<file path="src/rtl/mem_port_arbiter.sv">
// mem_port_arbiter: shares one single-ported unified memory between the
// instruction-fetch stage (read-only) and the data-memory stage (load/store).
// One transaction is in flight at a time; the owner receives a one-cycle ready
// pulse and the hold outputs freeze the PC / pipeline registers meanwhile.
// All state updates on the falling edge of CLK to match the pipeline registers.
// Optional feature macro: ARB_PERF_CNT_EN adds grant and stall counters.
module mem_port_arbiter #(
  parameter int ADDR_W       = 32,
  parameter int DATA_W       = 32,
  parameter int MEM_LAT      = 2,
  parameter int STARVE_LIMIT = 2
) (
  input  logic              CLK,
  input  logic              Reset_L,
  input  logic              if_req,
  input  logic [ADDR_W-1:0] if_addr,
  output logic [DATA_W-1:0] if_rdata,
  output logic              if_ready,
  input  logic              dm_req,
  input  logic              dm_we,
  input  logic [ADDR_W-1:0] dm_addr,
  input  logic [DATA_W-1:0] dm_wdata,
  output logic [DATA_W-1:0] dm_rdata,
  output logic              dm_ready,
  output logic              pc_hold,
  output logic              pipe_hold,
  output logic              mem_en,
  output logic              mem_we,
  output logic [ADDR_W-1:0] mem_addr,
  output logic [DATA_W-1:0] mem_wdata,
`ifdef ARB_PERF_CNT_EN
  output logic [31:0]       perf_if_grants,
  output logic [31:0]       perf_dm_grants,
  output logic [31:0]       perf_stall_cycles,
`endif
  input  logic [DATA_W-1:0] mem_rdata
);

  // Counter widths sized to hold MEM_LAT and STARVE_LIMIT; at least one bit.
  localparam int CNT_W = (MEM_LAT < 2) ? 1 : $clog2(MEM_LAT + 1);
  localparam int STV_W = (STARVE_LIMIT < 2) ? 1 : $clog2(STARVE_LIMIT + 1);

  typedef enum logic [1:0] {
    ST_IDLE = 2'd0,
    ST_WAIT = 2'd1,
    ST_DONE = 2'd2
  } state_t;

  state_t              state_q, state_d;
  logic [CNT_W-1:0]    cnt_q, cnt_d;
  logic [STV_W-1:0]    starve_q, starve_d;
  logic                owner_dm_q, owner_dm_d;   // 1 = data side owns the port
  logic                we_q, we_d;               // latched direction of transaction
  logic                mem_en_q, mem_en_d;
  logic                mem_we_q, mem_we_d;
  logic [ADDR_W-1:0]   mem_addr_q, mem_addr_d;
  logic [DATA_W-1:0]   mem_wdata_q, mem_wdata_d;
  logic [DATA_W-1:0]   if_rdata_q, if_rdata_d;
  logic [DATA_W-1:0]   dm_rdata_q, dm_rdata_d;
  logic                if_ready_q, if_ready_d;
  logic                dm_ready_q, dm_ready_d;
  logic                grant_if_s, grant_dm_s;

  assign pc_hold   = if_req & ~if_ready_q;
  assign pipe_hold = dm_req & ~dm_ready_q;

  assign if_rdata  = if_rdata_q;
  assign dm_rdata  = dm_rdata_q;
  assign if_ready  = if_ready_q;
  assign dm_ready  = dm_ready_q;
  assign mem_en    = mem_en_q;
  assign mem_we    = mem_we_q;
  assign mem_addr  = mem_addr_q;
  assign mem_wdata = mem_wdata_q;

  // Next-state and registered-output logic for the grant/wait/done sequence.
  always_comb begin
    state_d     = state_q;
    cnt_d       = cnt_q;
    starve_d    = starve_q;
    owner_dm_d  = owner_dm_q;
    we_d        = we_q;
    mem_en_d    = 1'b0;
    mem_we_d    = 1'b0;
    mem_addr_d  = mem_addr_q;
    mem_wdata_d = mem_wdata_q;
    if_rdata_d  = if_rdata_q;
    dm_rdata_d  = dm_rdata_q;
    if_ready_d  = 1'b0;
    dm_ready_d  = 1'b0;
    grant_if_s  = 1'b0;
    grant_dm_s  = 1'b0;

    case (state_q)
      ST_IDLE: begin
        // Data wins unless fetch has waited through STARVE_LIMIT data grants.
        if (dm_req && !(if_req && (starve_q >= STV_W'(STARVE_LIMIT)))) begin
          grant_dm_s = 1'b1;
        end else if (if_req) begin
          grant_if_s = 1'b1;
        end else begin
          grant_dm_s = 1'b0;
        end

        if (grant_dm_s) begin
          state_d     = ST_WAIT;
          owner_dm_d  = 1'b1;
          we_d        = dm_we;
          mem_en_d    = 1'b1;
          mem_we_d    = dm_we;
          mem_addr_d  = dm_addr;
          mem_wdata_d = dm_wdata;
          cnt_d       = dm_we ? CNT_W'(1) : CNT_W'(MEM_LAT);
        end else if (grant_if_s) begin
          state_d     = ST_WAIT;
          owner_dm_d  = 1'b0;
          we_d        = 1'b0;
          mem_en_d    = 1'b1;
          mem_we_d    = 1'b0;
          mem_addr_d  = if_addr;
          cnt_d       = CNT_W'(MEM_LAT);
        end else begin
          state_d = ST_IDLE;
        end
      end

      ST_WAIT: begin
        if (cnt_q == CNT_W'(1)) begin
          cnt_d   = '0;
          state_d = ST_DONE;
          if (owner_dm_q) begin
            dm_ready_d = 1'b1;
            if (!we_q) begin
              dm_rdata_d = mem_rdata;
            end else begin
              dm_rdata_d = dm_rdata_q;
            end
          end else begin
            if_ready_d = 1'b1;
            if_rdata_d = mem_rdata;
          end
        end else begin
          cnt_d = cnt_q - CNT_W'(1);
        end
      end

      // One dead cycle so a requester advancing on ready is not re-granted.
      ST_DONE: begin
        state_d = ST_IDLE;
      end

      default: begin
        state_d = ST_IDLE;
      end
    endcase

    // Starvation tracking only matters while a fetch is actually waiting.
    if (!if_req) begin
      starve_d = '0;
    end else if (grant_if_s) begin
      starve_d = '0;
    end else if (grant_dm_s && (starve_q < STV_W'(STARVE_LIMIT))) begin
      starve_d = starve_q + STV_W'(1);
    end else begin
      starve_d = starve_q;
    end
  end

  // State and output registers; reset aborts any transaction in flight.
  always_ff @(negedge CLK) begin
    if (Reset_L) begin
      state_q     <= ST_IDLE;
      cnt_q       <= '0;
      starve_q    <= '0;
      owner_dm_q  <= 1'b0;
      we_q        <= 1'b0;
      mem_en_q    <= 1'b0;
      mem_we_q    <= 1'b0;
      mem_addr_q  <= '0;
      mem_wdata_q <= '0;
      if_rdata_q  <= '0;
      dm_rdata_q  <= '0;
      if_ready_q  <= 1'b0;
      dm_ready_q  <= 1'b0;
    end else begin
      state_q     <= state_d;
      cnt_q       <= cnt_d;
      starve_q    <= starve_d;
      owner_dm_q  <= owner_dm_d;
      we_q        <= we_d;
      mem_en_q    <= mem_en_d;
      mem_we_q    <= mem_we_d;
      mem_addr_q  <= mem_addr_d;
      mem_wdata_q <= mem_wdata_d;
      if_rdata_q  <= if_rdata_d;
      dm_rdata_q  <= dm_rdata_d;
      if_ready_q  <= if_ready_d;
      dm_ready_q  <= dm_ready_d;
    end
  end

`ifdef ARB_PERF_CNT_EN
  logic [31:0] perf_if_q, perf_if_d;
  logic [31:0] perf_dm_q, perf_dm_d;
  logic [31:0] perf_stall_q, perf_stall_d;

  assign perf_if_grants    = perf_if_q;
  assign perf_dm_grants    = perf_dm_q;
  assign perf_stall_cycles = perf_stall_q;

  // Wrapping event counters for grants and held-pipeline edges.
  always_comb begin
    perf_if_d    = perf_if_q;
    perf_dm_d    = perf_dm_q;
    perf_stall_d = perf_stall_q;
    if (grant_if_s) begin
      perf_if_d = perf_if_q + 32'd1;
    end else begin
      perf_if_d = perf_if_q;
    end
    if (grant_dm_s) begin
      perf_dm_d = perf_dm_q + 32'd1;
    end else begin
      perf_dm_d = perf_dm_q;
    end
    if (pc_hold | pipe_hold) begin
      perf_stall_d = perf_stall_q + 32'd1;
    end else begin
      perf_stall_d = perf_stall_q;
    end
  end

  // Performance counter registers, cleared by reset.
  always_ff @(negedge CLK) begin
    if (Reset_L) begin
      perf_if_q    <= 32'd0;
      perf_dm_q    <= 32'd0;
      perf_stall_q <= 32'd0;
    end else begin
      perf_if_q    <= perf_if_d;
      perf_dm_q    <= perf_dm_d;
      perf_stall_q <= perf_stall_d;
    end
  end
`endif

endmodule

</file>
<file path="config.mk">
export PLATFORM = sky130hd
export DESIGN_NAME = mem_port_arbiter
export DESIGN_NICKNAME = d
export VERILOG_FILES = /design/src/rtl/mem_port_arbiter.sv
export SDC_FILE = /design/constraint.sdc
export NUM_CORES = 1
export LEC_CHECK = 0
export ABC_AREA = 1
export CORE_ASPECT_RATIO = 1.75
export CORE_MARGIN = 5
export CORE_UTILIZATION = 36
export CTS_BUF_LIST = sky130_fd_sc_hd__clkbuf_8 sky130_fd_sc_hd__clkbuf_16
export DETAILED_ROUTE_END_ITERATION = 8
export HOLD_SLACK_MARGIN = 0.08
export PLACE_DENSITY = 0.75
export SYNTH_ARGS = -nofsm -noshare
export SYNTH_HDL_FRONTEND = slang
export SYNTH_SLANG_ARGS = --single-unit
</file>
<file path="constraint.sdc">
create_clock -name CLK -period 1.5 [get_ports CLK]
set_clock_uncertainty 0.15 [all_clocks]
set_input_delay 0.225 -clock CLK [delete_from_list [all_inputs] [get_ports CLK]]
set_output_delay 0.225 -clock CLK [all_outputs]
set_load 0.05 [all_outputs]
</file>
==> metrics.md, run 1 <==
| Metric | Value |
|---|---|
| Post-Syn Instances | 671 |
| Ranking of synthesized cells by area | dfxtp_1 54%, nor2_1 15%, o21ai_0 11% |
| Worst Path Max Fanout | 2 |
| Die H | 168 um |
| Sequential share of the synthesized area | a little over half |
| Critical path arrival | 1.90 ns |
| Worst hold path class | flop to flop |
| Cts-stage hold buffer count | 0 |
| CTS Buf Count | 17 |
| Hold WS | between 0.3 and 0.4 ns |
| Final ANT Viol Nets | 0 |
| Worst Setup End Kind | output pin |
| DRC Markers | 0 |
| Final core area utilization | a little over nine tenths |
| Cell taking the most area after synthesis | dfxtp_1 |
| Initial antenna violation count | 2 |
| PortBufs | 266 |
| Total Routing Usage GR | 30.7% |
| Slowest cell on the critical path | dfxtp_4 |
| Max-Cap Viols | 0 |
| Clock Pin Slew Worst Setup and Hold Paths | 0.09 ns |
| WL met3 | 3610 um |
| 1st-pass router iterations | 5 |
| Vias/cell | just over 6 |
| Rel. slew slack | roughly 73% |
| Boundary Pins | 267 |
| Clock Power Share | 42.5% |
| Share of layout cells above drive strength 1 | about 54% |
| Kind of critical path | flop to output pin |
| Worst R2R Setup Slack | -0.53 ns |
| Die Width | 100 um |
| R2R Path Start | state_q[0] |
| Worst path cell trace | nor2_4 > buf_12 |
| Final Wtd Congestion | 0.818 |
| Crit-path max cell delay | 0.37 ns |
| Net Sw Power | 6.81 mW |
| Worst-margin pin slew | 0.403 ns |
| Synth Area per Inst | 7.69 um2 |
| RSZ-0062 raised after global routing | true |
| Synth cell types | 20 |
| Pin count of the biggest net entering global routing | 41 |
| Setup violators final | 272 |
| Status | finished, violations left |
| Number of hold violations in the final report | 0 |
| Met1 WL | between 10000 and 15000 um |
| Row count | 58 |
| Placed inst area | 0.0101 mm2 |
| Final Slew Violations | 0 |
| Peak VDD IR | 1.20 mV |
| Hold path start | cnt_q[1] |
| Setup TNS | -119.99 ns |
| Area delta synth->final | 164% |
| Clk buf depth | 2 |
| Number of global-route vias before repair | 7830 |
| Post-route cell area | 0.0136 mm2 |
| Internal Pwr Total | 8.88 mW |
| Pwr dens | 1150 mW/mm2 |
| Nets@finish | 1294 |
| H-Tree Level Count | 4 |
| Worst Reg2Reg Path Length in Cells | 7 |
| WL/cell | between 30 and 40 um |
| Leakage | 5.84 nW |
| Root Driver | clkbuf_16 |
| DR top layer | met4 |
| Global-route wire length before repair | 39500 um |
| Final WS setup | -0.772 ns |
| Net Count, Synth | 806 |
| Final WL | 41300 um |
| Final global-route overflow total | 0 |
| CTS tree | done |
| #FFs+latches synth | 140 |
| Combinational share of power | 29.8% |
| Worst skew pair latency | between 0.5 and 0.6 ns |
| Starting density of the core | 36.3% |
| Detailed router's first-iteration violation count | 686 |
| Pwr Total | 15.7 mW |
| DR vias | just over 8000 |
| Crit path launch type | flop |
| Clk sink count | 140 |
| R2R Path End | starve_q[0] |
| Synthesis warning total | 0 |
| Synthesized cell area | 0.00516 mm2 |
| Post-DP HPWL | 14500 um |
| Sequential Power Share | 27.7% |
| Hold Path End | cnt_q[1] |
| Placeable Area | about 0.014 mm2 |
| Met2 routed WL | about 21000 um |
| CP Data Required Time | 1.12 ns |
| Die area | 0.0169 mm2 |
| Post-synth top area share | between 50 and 60% |
| Failing checks | setup timing |
| Hold depth | 2 |
| Switching Share | 43.4% |
cell type report:
| class | instances | area (um2) |
|---|---|---|
| Timing Repair Buffer | 375 | 5620 |
| Sequential cell | 140 | 3300 |
| Multi-Input combinational cell | 468 | 3260 |
| Clock inverter | 155 | 663 |
| Fill cell | 314 | 604 |
| Clock buffer | 17 | 425 |
| Tap cell | 180 | 225 |
| Inverter | 17 | 113 |
| Antenna cell | 3 | 7.51 |
cell families (layout without fill, tap and decap cells):
family	Yosys count	after routing	synth area share, %
simple gates	293	294	22.0
buf+inv	64	564	5.60
flops	140	140	54.3
fa+ha+maj	2	2	0.485
other cells	0	3	0
compound gates	172	172	17.5
power by group through the flow:
stage                     Combinational (mW)  Clock (mW)  Sequential [mW]
after CTS                               3.86        5.73             4.29
after global routing                    4.76        6.91             4.36
after global placement                  3.27       0.560             4.31
after detailed placement                3.33       0.560             4.32
after floorplan                        0.746       0.560             5.09
final                                   4.68        6.66             4.35
how the worst max path moves through the flow:
stage | from | endpoint | slack, ns | depth (start not counted)
after floorplan | if_req | mem_wdata[10] | -0.34 | 7
after global placement | dm_req | mem_wdata[18] | -1.07 | 7
after detailed placement | dm_req | mem_wdata[8] | -1.16 | 7
after CTS | if_ready | pc_hold | -0.68 | 2
after global routing | if_ready | pc_hold | -0.78 | 2
final | if_ready | pc_hold | -0.77 | 2
worst max-delay path, delay by kind of cell, from the launching register on:
| kind | cells | cell delay (ns) |
|---|---|---|
| buffers and inverters | 1 | 0.15 |
| flip-flops | 1 | 0.37 |
| AND/OR/NAND/NOR | 1 | 0.12 |
cells in the final DEF, fill, tap and decap left out, drive strengths merged:
master and n:
a21oi 7, inv 164, nor2 209, ha 2, dfxtp 140, dlymetal6s2s 1, clkdlybuf4s50 128, nand2 79
a31oi 32, clkinv 7, nor3 2, nand3 1, o21ai 133, diode 3, clkbuf 31, buf 232
clkinvlp 1, nand4 3
per-layer routing:
metal | vias to the layer above | track usage, %
met1 | 3893 | 23.7
met4 | 0 | 29.1
li1 | 3222 | -
met5 | - | 0
met2 | 830 | 56.0
met3 | 363 | 10.6
registers in the layout, summed over array words and instances (netlist names), 2 cells and up:
name and cells:
dm_rdata 32, mem_wdata 32, if_rdata 32, state_q 2, mem_addr 32, starve_q 2
cnt_q 2
through the flow:
| step | cells | worst slack [ns] |
|---|---|---|
| global route | 1355 | -0.784 |
| global placement | 1102 | -1.07 |
| floorplan | 671 | -0.338 |
| CTS | 1318 | -0.683 |
| finish | 1355 | -0.772 |
| detailed placement | 1102 | -1.16 |
what timing repair did:
| item | 4_1_cts | 5_1_grt |
|---|---|---|
| setup endpoints to repair | 274 | 271 |
| resized for setup | 158 | 256 |
| pin swaps | 23 | 54 |
| gates cloned | 14 | 17 |
| setup buffers | 35 | 27 |
synthesized netlist by cell type:
cell type and instances:
a21oi_1 7, a31oi_1 32, buf_2 21, buf_4 6
clkbuf_1 19, dfxtp_1 140, ha_1 2, inv_1 15
inv_2 3, nand2_1 77, nand2_2 2, nand3_1 1
nand4_1 3, nor2_1 204, nor2_2 2, nor2_4 2
nor3_1 2, o21ai_0 114, o21ai_1 18, o21ai_2 1
Power figures use the tool's default switching activity.
==> run 2, diff against run 1 <==
Settings changed: SLEW_MARGIN set to 20.
==> results of run 2 <==
The final DEF is identical to that of run 1; final timing and power are the same.
